--- config.mk ---
export PLATFORM = sky130hd
export DESIGN_NAME = debug_cmd_rx
export DESIGN_NICKNAME = d
export VERILOG_FILES = /design/src/rtl/debug_cmd_rx.sv
export SDC_FILE = /design/constraint.sdc
export NUM_CORES = 1
export LEC_CHECK = 0
export CORE_ASPECT_RATIO = 1.2
export CORE_MARGIN = 5
export CORE_UTILIZATION = 35
export DETAILED_ROUTE_END_ITERATION = 7
export PLACE_DENSITY_LB_ADDON = 0.08
export SYNTH_ARGS = -nofsm -noshare
export SYNTH_HDL_FRONTEND = slang
export SYNTH_SLANG_ARGS = --single-unit
--- constraint.sdc ---
create_clock -name clk -period 4.6 [get_ports clk]
set_input_delay 0.46 -clock clk [delete_from_list [all_inputs] [get_ports clk]]
set_output_delay 0.46 -clock clk [all_outputs]
set_load 0.03 [all_outputs]
--- src/rtl/debug_cmd_rx.sv ---
// Line-oriented command parser for the UART debugger: turns "R <addr>\r" and
// "W <addr> <data>\r" byte streams into single valid/ready bus requests.
module debug_cmd_rx #(
    parameter int HEX_DIGITS = 8
) (
    input  logic                    clk,
    input  logic                    rst,
    input  logic                    uart_recv,
    input  logic [7:0]              uart_din,
    output logic                    cmd_valid,
    input  logic                    cmd_ready,
    output logic                    cmd_write,
    output logic [4*HEX_DIGITS-1:0] cmd_addr,
    output logic [4*HEX_DIGITS-1:0] cmd_wdata,
    output logic                    parse_err,
    output logic                    busy
);

    localparam int FW = 4 * HEX_DIGITS;
    localparam int CW = $clog2(HEX_DIGITS + 1);

    localparam logic [7:0] CH_CR = 8'h0d;
    localparam logic [7:0] CH_LF = 8'h0a;
    localparam logic [7:0] CH_SP = 8'h20;

    typedef enum logic [2:0] {
        S_IDLE,
        S_SP1,
        S_ADDR,
        S_DATA,
        S_PEND,
        S_DISCARD
    } state_t;

    state_t          state_q, state_d;
    logic            write_q, write_d;
    logic [FW-1:0]   addr_q, addr_d;
    logic [FW-1:0]   wdata_q, wdata_d;
    logic [CW-1:0]   cnt_q, cnt_d;
    logic            err_q, err_d;
    logic            valid_q, valid_d;
    logic            busy_q, busy_d;

    logic            is_hex;
    logic [3:0]      nibble;
    logic            field_full;
    logic            is_cr;
    logic            is_sp;

    // ASCII hex decode: letters map through their low nibble plus 9 (A/a = 1 -> 10).
    always_comb begin
        is_hex = 1'b0;
        nibble = 4'h0;
        if (uart_din >= 8'h30 && uart_din <= 8'h39) begin
            is_hex = 1'b1;
            nibble = uart_din[3:0];
        end else if ((uart_din >= 8'h41 && uart_din <= 8'h46) ||
                     (uart_din >= 8'h61 && uart_din <= 8'h66)) begin
            is_hex = 1'b1;
            nibble = uart_din[3:0] + 4'd9;
        end
    end

    assign field_full = (cnt_q == CW'(HEX_DIGITS));
    assign is_cr      = (uart_din == CH_CR);
    assign is_sp      = (uart_din == CH_SP);

    always_comb begin
        state_d = state_q;
        write_d = write_q;
        addr_d  = addr_q;
        wdata_d = wdata_q;
        cnt_d   = cnt_q;
        err_d   = 1'b0;

        if (state_q == S_PEND) begin
            // The held command must stay intact, so any byte arriving now is lost.
            if (uart_recv) begin
                err_d = 1'b1;
            end
            if (valid_q && cmd_ready) begin
                state_d = S_IDLE;
            end
        end else if (uart_recv) begin
            case (state_q)
                S_IDLE: begin
                    if (uart_din == 8'h52 || uart_din == 8'h72) begin
                        state_d = S_SP1;
                        write_d = 1'b0;
                    end else if (uart_din == 8'h57 || uart_din == 8'h77) begin
                        state_d = S_SP1;
                        write_d = 1'b1;
                    end else if (!(is_cr || is_sp || uart_din == CH_LF)) begin
                        state_d = S_DISCARD;
                        err_d   = 1'b1;
                    end
                end
                S_SP1: begin
                    if (is_sp) begin
                        state_d = S_ADDR;
                        addr_d  = '0;
                        cnt_d   = '0;
                    end else if (is_cr) begin
                        state_d = S_IDLE;
                        err_d   = 1'b1;
                    end else begin
                        state_d = S_DISCARD;
                        err_d   = 1'b1;
                    end
                end
                S_ADDR: begin
                    if (is_hex) begin
                        if (field_full) begin
                            state_d = S_DISCARD;
                            err_d   = 1'b1;
                        end else begin
                            addr_d = {addr_q[FW-5:0], nibble};
                            cnt_d  = cnt_q + 1'b1;
                        end
                    end else if (is_sp && cnt_q != '0 && write_q) begin
                        state_d = S_DATA;
                        wdata_d = '0;
                        cnt_d   = '0;
                    end else if (is_cr && cnt_q != '0 && !write_q) begin
                        state_d = S_PEND;
                        wdata_d = '0;
                    end else if (is_cr) begin
                        state_d = S_IDLE;
                        err_d   = 1'b1;
                    end else begin
                        state_d = S_DISCARD;
                        err_d   = 1'b1;
                    end
                end
                S_DATA: begin
                    if (is_hex) begin
                        if (field_full) begin
                            state_d = S_DISCARD;
                            err_d   = 1'b1;
                        end else begin
                            wdata_d = {wdata_q[FW-5:0], nibble};
                            cnt_d   = cnt_q + 1'b1;
                        end
                    end else if (is_cr && cnt_q != '0) begin
                        state_d = S_PEND;
                    end else if (is_cr) begin
                        state_d = S_IDLE;
                        err_d   = 1'b1;
                    end else begin
                        state_d = S_DISCARD;
                        err_d   = 1'b1;
                    end
                end
                S_DISCARD: begin
                    if (is_cr) begin
                        state_d = S_IDLE;
                    end
                end
                default: begin
                    state_d = S_IDLE;
                end
            endcase
        end

        valid_d = (state_d == S_PEND);
        busy_d  = (state_d != S_IDLE);
    end

    always_ff @(posedge clk) begin
        if (rst) begin
            state_q <= S_IDLE;
            write_q <= 1'b0;
            addr_q  <= '0;
            wdata_q <= '0;
            cnt_q   <= '0;
            err_q   <= 1'b0;
            valid_q <= 1'b0;
            busy_q  <= 1'b0;
        end else begin
            state_q <= state_d;
            write_q <= write_d;
            addr_q  <= addr_d;
            wdata_q <= wdata_d;
            cnt_q   <= cnt_d;
            err_q   <= err_d;
            valid_q <= valid_d;
            busy_q  <= busy_d;
        end
    end

    assign cmd_valid = valid_q;
    assign cmd_write = write_q;
    assign cmd_addr  = addr_q;
    assign cmd_wdata = wdata_q;
    assign parse_err = err_q;
    assign busy      = busy_q;

endmodule

==> Word-level counts from Yosys, hierarchy flattened <==
Cells that the tools add are included.
Widths: inputs -> output; s select.
{ "op_classes": {"muxes": 52, "n_reduce_logical": 25, "multipliers": 0, "eq_ne": 22, "bitwise_logic": 1, "shifts": 0, "order_cmp": 6, "n_div": 0, "n_addsub": 2} }
{ "op_table": {"columns": ["op", "count"], "rows": [
  ["$mux 32", 8],
  ["$pmux 32 s2", 2],
  ["$mux 3", 15],
  ["$eq 8x7->1 const B", 4],
  ["$mux 4", 7],
  ["$mux 1", 17],
  ["$eq 8x4->1 const B", 2],
  ["$ge 8x7->1 const B", 2],
  ["$le 8x7->1 const B", 2],
  ["$pmux 3 s5", 1],
  ["$ne 2x2->1 const B", 6],
  ["$pmux 4 s3", 1],
  ["$reduce_and 6->1", 2],
  ["$eq 3x3->1 const B", 3],
  ["$eq 8x6->1 const B", 1],
  ["$ge 8x6->1 const B", 1],
  ["$le 8x6->1 const B", 1],
  ["$logic_and 1x1->1", 8],
  ["$reduce_and 7->1", 1],
  ["$eq 3x2->1 const B", 2],
  ["$ne 3x3->1 const B", 2],
  ["$reduce_bool 2->1", 3],
  ["$reduce_bool 3->1", 2],
  ["$logic_or 1x1->1", 5],
  ["10 further kinds", 10]
]} }
{ "totals": {"latchBits": 0, "mem_bits_ro": 0, "elab_cells": 116, "memories": 0, "regBits": 75, "mem_bits_rw": 0, "in_bits": 12} }

==> Depth between registers and ports, before layout <==
{ "logic_depth": {"word_depth": 10, "mapped_depth": 10, "ltp_nobuf": 8} }

==> Worst setup path before layout <==
OpenSTA, ideal clock, no wires.
{ "synth_path": {"kind": "input to register", "start": "input uart_din[0]", "end": "register wdata_q[10] (netlist: cmd_wdata[10])", "cell_stages": 10, "required_ps": 4468, "slack_ps": 2383, "t_arrival_ps": 2085, "cell_sequence": "inv_1 ha_1 and4bb_2 buf_2 mux2i_1 or3_1 a21o_1 clkbuf_1 nand2_1 a21oi_1"} }
{ "synth_between": {"elab_chain_cells": 7, "word_cells_on_any_way": 25} }
{ "synth_rtl": {"columns": ["element", "line_no", "text"], "rows": [
  ["from (decl)", "9", "input logic [7:0] uart_din,"],
  ["$ge 8x7->1 (tied with other cells)", "57", "end else if ((uart_din >= 8'h41 && uart_din <= 8'h46) ||"],
  ["$logic_and 1x1->1, on equally long branches", "57, 58", null],
  ["$logic_or 1x1->1", "57", null],
  ["$mux 1", "57", null],
  ["$mux 1", "54", "if (uart_din >= 8'h30 && uart_din <= 8'h39) begin"],
  ["$ne 2x2->1 (no line)", null, null],
  ["$reduce_and 7->1 (no line)", null, null],
  ["to (signal assigned)", "183", "wdata_q <= wdata_d;"],
  ["to (decl)", "38", "logic [FW-1:0] wdata_q, wdata_d;"]
]} }
Several ways; a longest one is shown, not always the timed one. The select of a mux whose other input is x is not followed.
A chain may end at the register's enable or synchronous reset.

==> Final worst setup path <==
{ "layout_path": {"start": "input uart_din[0]", "end": "register wdata_q[14] (netlist: cmd_wdata[14])"} }
The elaborated chain is that of the path after synthesis.

==> flow_metrics.tcl <==
set metrics [dict create \
    grtUsageMet2 0.265 \
    clock_sinks 75 \
    cts_tree "yes" \
    final-max-slew-violation-count 0 \
    reg2reg_slack_ps 2030 \
    required_ps 4860 \
    p_clk_frac 0.488 \
    final_cell_count_no_fill 595 \
    arrival_ps 3360 \
    hold_path.class "flip-flop to flip-flop" \
    grt_max_degree 62 \
    clock_latency_ps 330 \
    antenna_found_initial 0 \
    yosysMostFrequentCell "dfxtp_1" \
    yosysWarnings 0 \
    worst_r2r_path_depth 8 \
    whs_ps 459 \
    final.setup.tns_ps 0 \
    worstHoldEndpoint "cmd_wdata[30]" \
    synth_area_mm2 0.00338 \
    powerDensity_mw_per_mm2 329 \
    grt-busiest-layer "met2" \
    criticalPathCategory "input port to flip-flop" \
    hold_depth 2 \
    core_area_mm2 0.00947 \
    first_pass_iters 5 \
    status "completed" \
    p_int_mw 1.13 \
    start_kind "input port" \
    ant_nets 0 \
    finalWorstPathRequiredPeriod_ps 3090 \
    grt_pass1_vias 3095 \
    postCtsSetupRepairBufs 0 \
    power_frac_comb 0.063 \
    fp.dieH_um 118 \
    synth_top_area_share 0.445 \
    synth_common_cells "dfxtp_1, nand2_1, a21oi_1" \
    skew_ps 5.72 \
    final_nets 485 \
    p_leak_nw 1.48 \
    worst_slew_pin_slew_ps 1050 \
    critPathMaxFanout 32 \
    drt-total-wl_mm 9.41 \
    r2r-start "cnt_q[0]" \
    pin_count 80 \
    avgViaCountPerCell 5.30 \
    netlist_top_cells_area "dfxtp_1, a22oi_1, a21oi_1" \
    syn_inst 404 \
    cts_buffer_depth 2 \
    max_freq_ghz 0.323 \
    maxCapViolations 0 \
    floorplan.die.width_um 99.7 \
    final_util 0.475 \
    avgSynthCellArea_um2 8.36 \
    cp-end-kind "flip-flop" \
    rows 39 \
    postSynth.asyncResetShare 0 \
    vias 3155 \
    grt-ovfl-total 0 \
    gr-usage-met3 0.0456 \
    drive_above_1_share 0.0763 \
    peakVddDrop_mv 0.196 \
    rsz0062_at_grt "no" \
    initial_core_util 0.357 \
    synth-edff-count 0 \
    place.port_buffers 79 \
    swShare 0.236 \
    r2r_end "cmd_wdata[31]" \
    ys_seq_area_frac 0.445 \
    pwr-share-seq 0.449 \
    finalSetupViolCount 0 \
    place_inst 579 \
    gp_congestion 0.839 \
    min_from "cmd_wdata[30]" \
    power.total_mw 1.48 \
    dp_hpwl_mm 6.20 \
    grt.total_usage 0.163 \
    grt_pass1_wl_mm 15.7 \
    synth_cell_types 54 \
    numCtsBuffers 9 \
    synth-seq-cells 75 \
    synthesis.nets 422 \
    post_cts_resized 0 \
    diodes 0 \
    hold_buffers 0 \
    drt_iter0_drc 248 \
    area_growth_pct 33.3 \
    synth_top_area_cell "dfxtp_1" \
    die-area_mm2 0.0117 \
    cp-startpoint "uart_din[0]" \
    cts-htree-levels 3 \
    routedWlPerCell_um 15.8 \
    max_slew_margin 0.301 \
    root_buffer "clkbuf_16" \
    ys.flop_type "dfxtp_1" \
    clkTransAtPathRegs_ps 60 \
    use_met1 0.204 \
    hold_viol 0 \
    fin_crit_sh 0.673 \
    p_sw_mw 0.349 \
    drcViolationCount 0 \
]
layout make-up:
| class | count | area, um^2 |
|---|---|---|
| fillers | 942 | 4970 |
| multi-input cells | 288 | 1680 |
| flip-flops and latches | 75 | 1500 |
| repair buffers | 83 | 816 |
| clock buffers | 10 | 239 |
| well taps | 123 | 154 |
| clock inverters | 6 | 71.3 |
| inverters | 10 | 37.5 |
worst max-delay path by stage:
stage	end	slack, ps	cells past startpoint
final	cmd_wdata[14]	1510	9
after global routing	cmd_wdata[27]	1200	9
after CTS	cmd_wdata[5]	1530	9
after detailed placement	cmd_wdata[5]	1170	9
after global placement	cmd_wdata[0]	1310	9
after floorplan	cmd_wdata[10]	2380	10
worst max-delay path, cell delays in order:
cell,delay [ps]
clkdlybuf4s50_1,500
inv_1,130
ha_1,200
o21bai_1,100
a21oi_1,640
o211ai_2,220
a21oi_4,730
nand3_1,170
a21oi_1,180
state kept, by name, summed over array words and instances (netlist names):
register   cells
busy           1
cmd_addr      32
cmd_valid      1
cmd_wdata     32
cmd_write      1
cnt_q          4
parse_err      1
state_q        3
power by group through the flow:
stage / registers (mW) / logic (mW) / clock network (mW)
after floorplan: 0.681 / 0.0571 / 0
after global placement: 0.680 / 0.0924 / 0
after detailed placement: 0.680 / 0.0931 / 0
after CTS: 0.665 / 0.0936 / 0.745
after global routing: 0.666 / 0.104 / 0.770
final: 0.665 / 0.0932 / 0.724
through the flow:
stage	instance area (um^2)	setup WS [ps]
6_report	4500	1510
5_1_grt	4500	1200
4_1_cts	4500	1530
3_5_place_dp	4190	1170
3_3_place_gp	4190	1310
2_1_floorplan	3380	2380
per-layer routing:
metal	wire length [um]	part of all wire
met1	4150	0.44
met2	4590	0.49
met3	516	0.055
met4	148	0.016
met5	0	0
logic make-up (layout without fill, tap and decap cells):
| kind of cell | after synthesis | count (layout) | synth area share |
|---|---|---|---|
| and+or+nand+nor | 161 | 161 | 0.234 |
| adders and majority gates | 6 | 6 | 0.0222 |
| buffers and inverters | 41 | 109 | 0.0582 |
| muxes | 3 | 3 | 0.00963 |
| AOI/OAI and AO/OA | 118 | 118 | 0.232 |
| DFF | 75 | 75 | 0.445 |
cells in the final DEF (no fill, tap or decap), types with 3 or more instances in the layout:
cell type,count
clkdlybuf4s50_1,78
dfxtp_1,75
nand2_1,53
a21oi_1,43
nor2_1,38
nand3_1,34
a22oi_1,33
inv_1,10
clkbuf_16,9
o21ai_0,8
nand2b_1,7
ha_1,6
a21o_1,4
or3_1,4
o211ai_1,4
buf_4,4
a31oi_1,3
nor3b_1,3
o311ai_0,3
nand3b_1,3
Power figures use the tool's default switching activity.
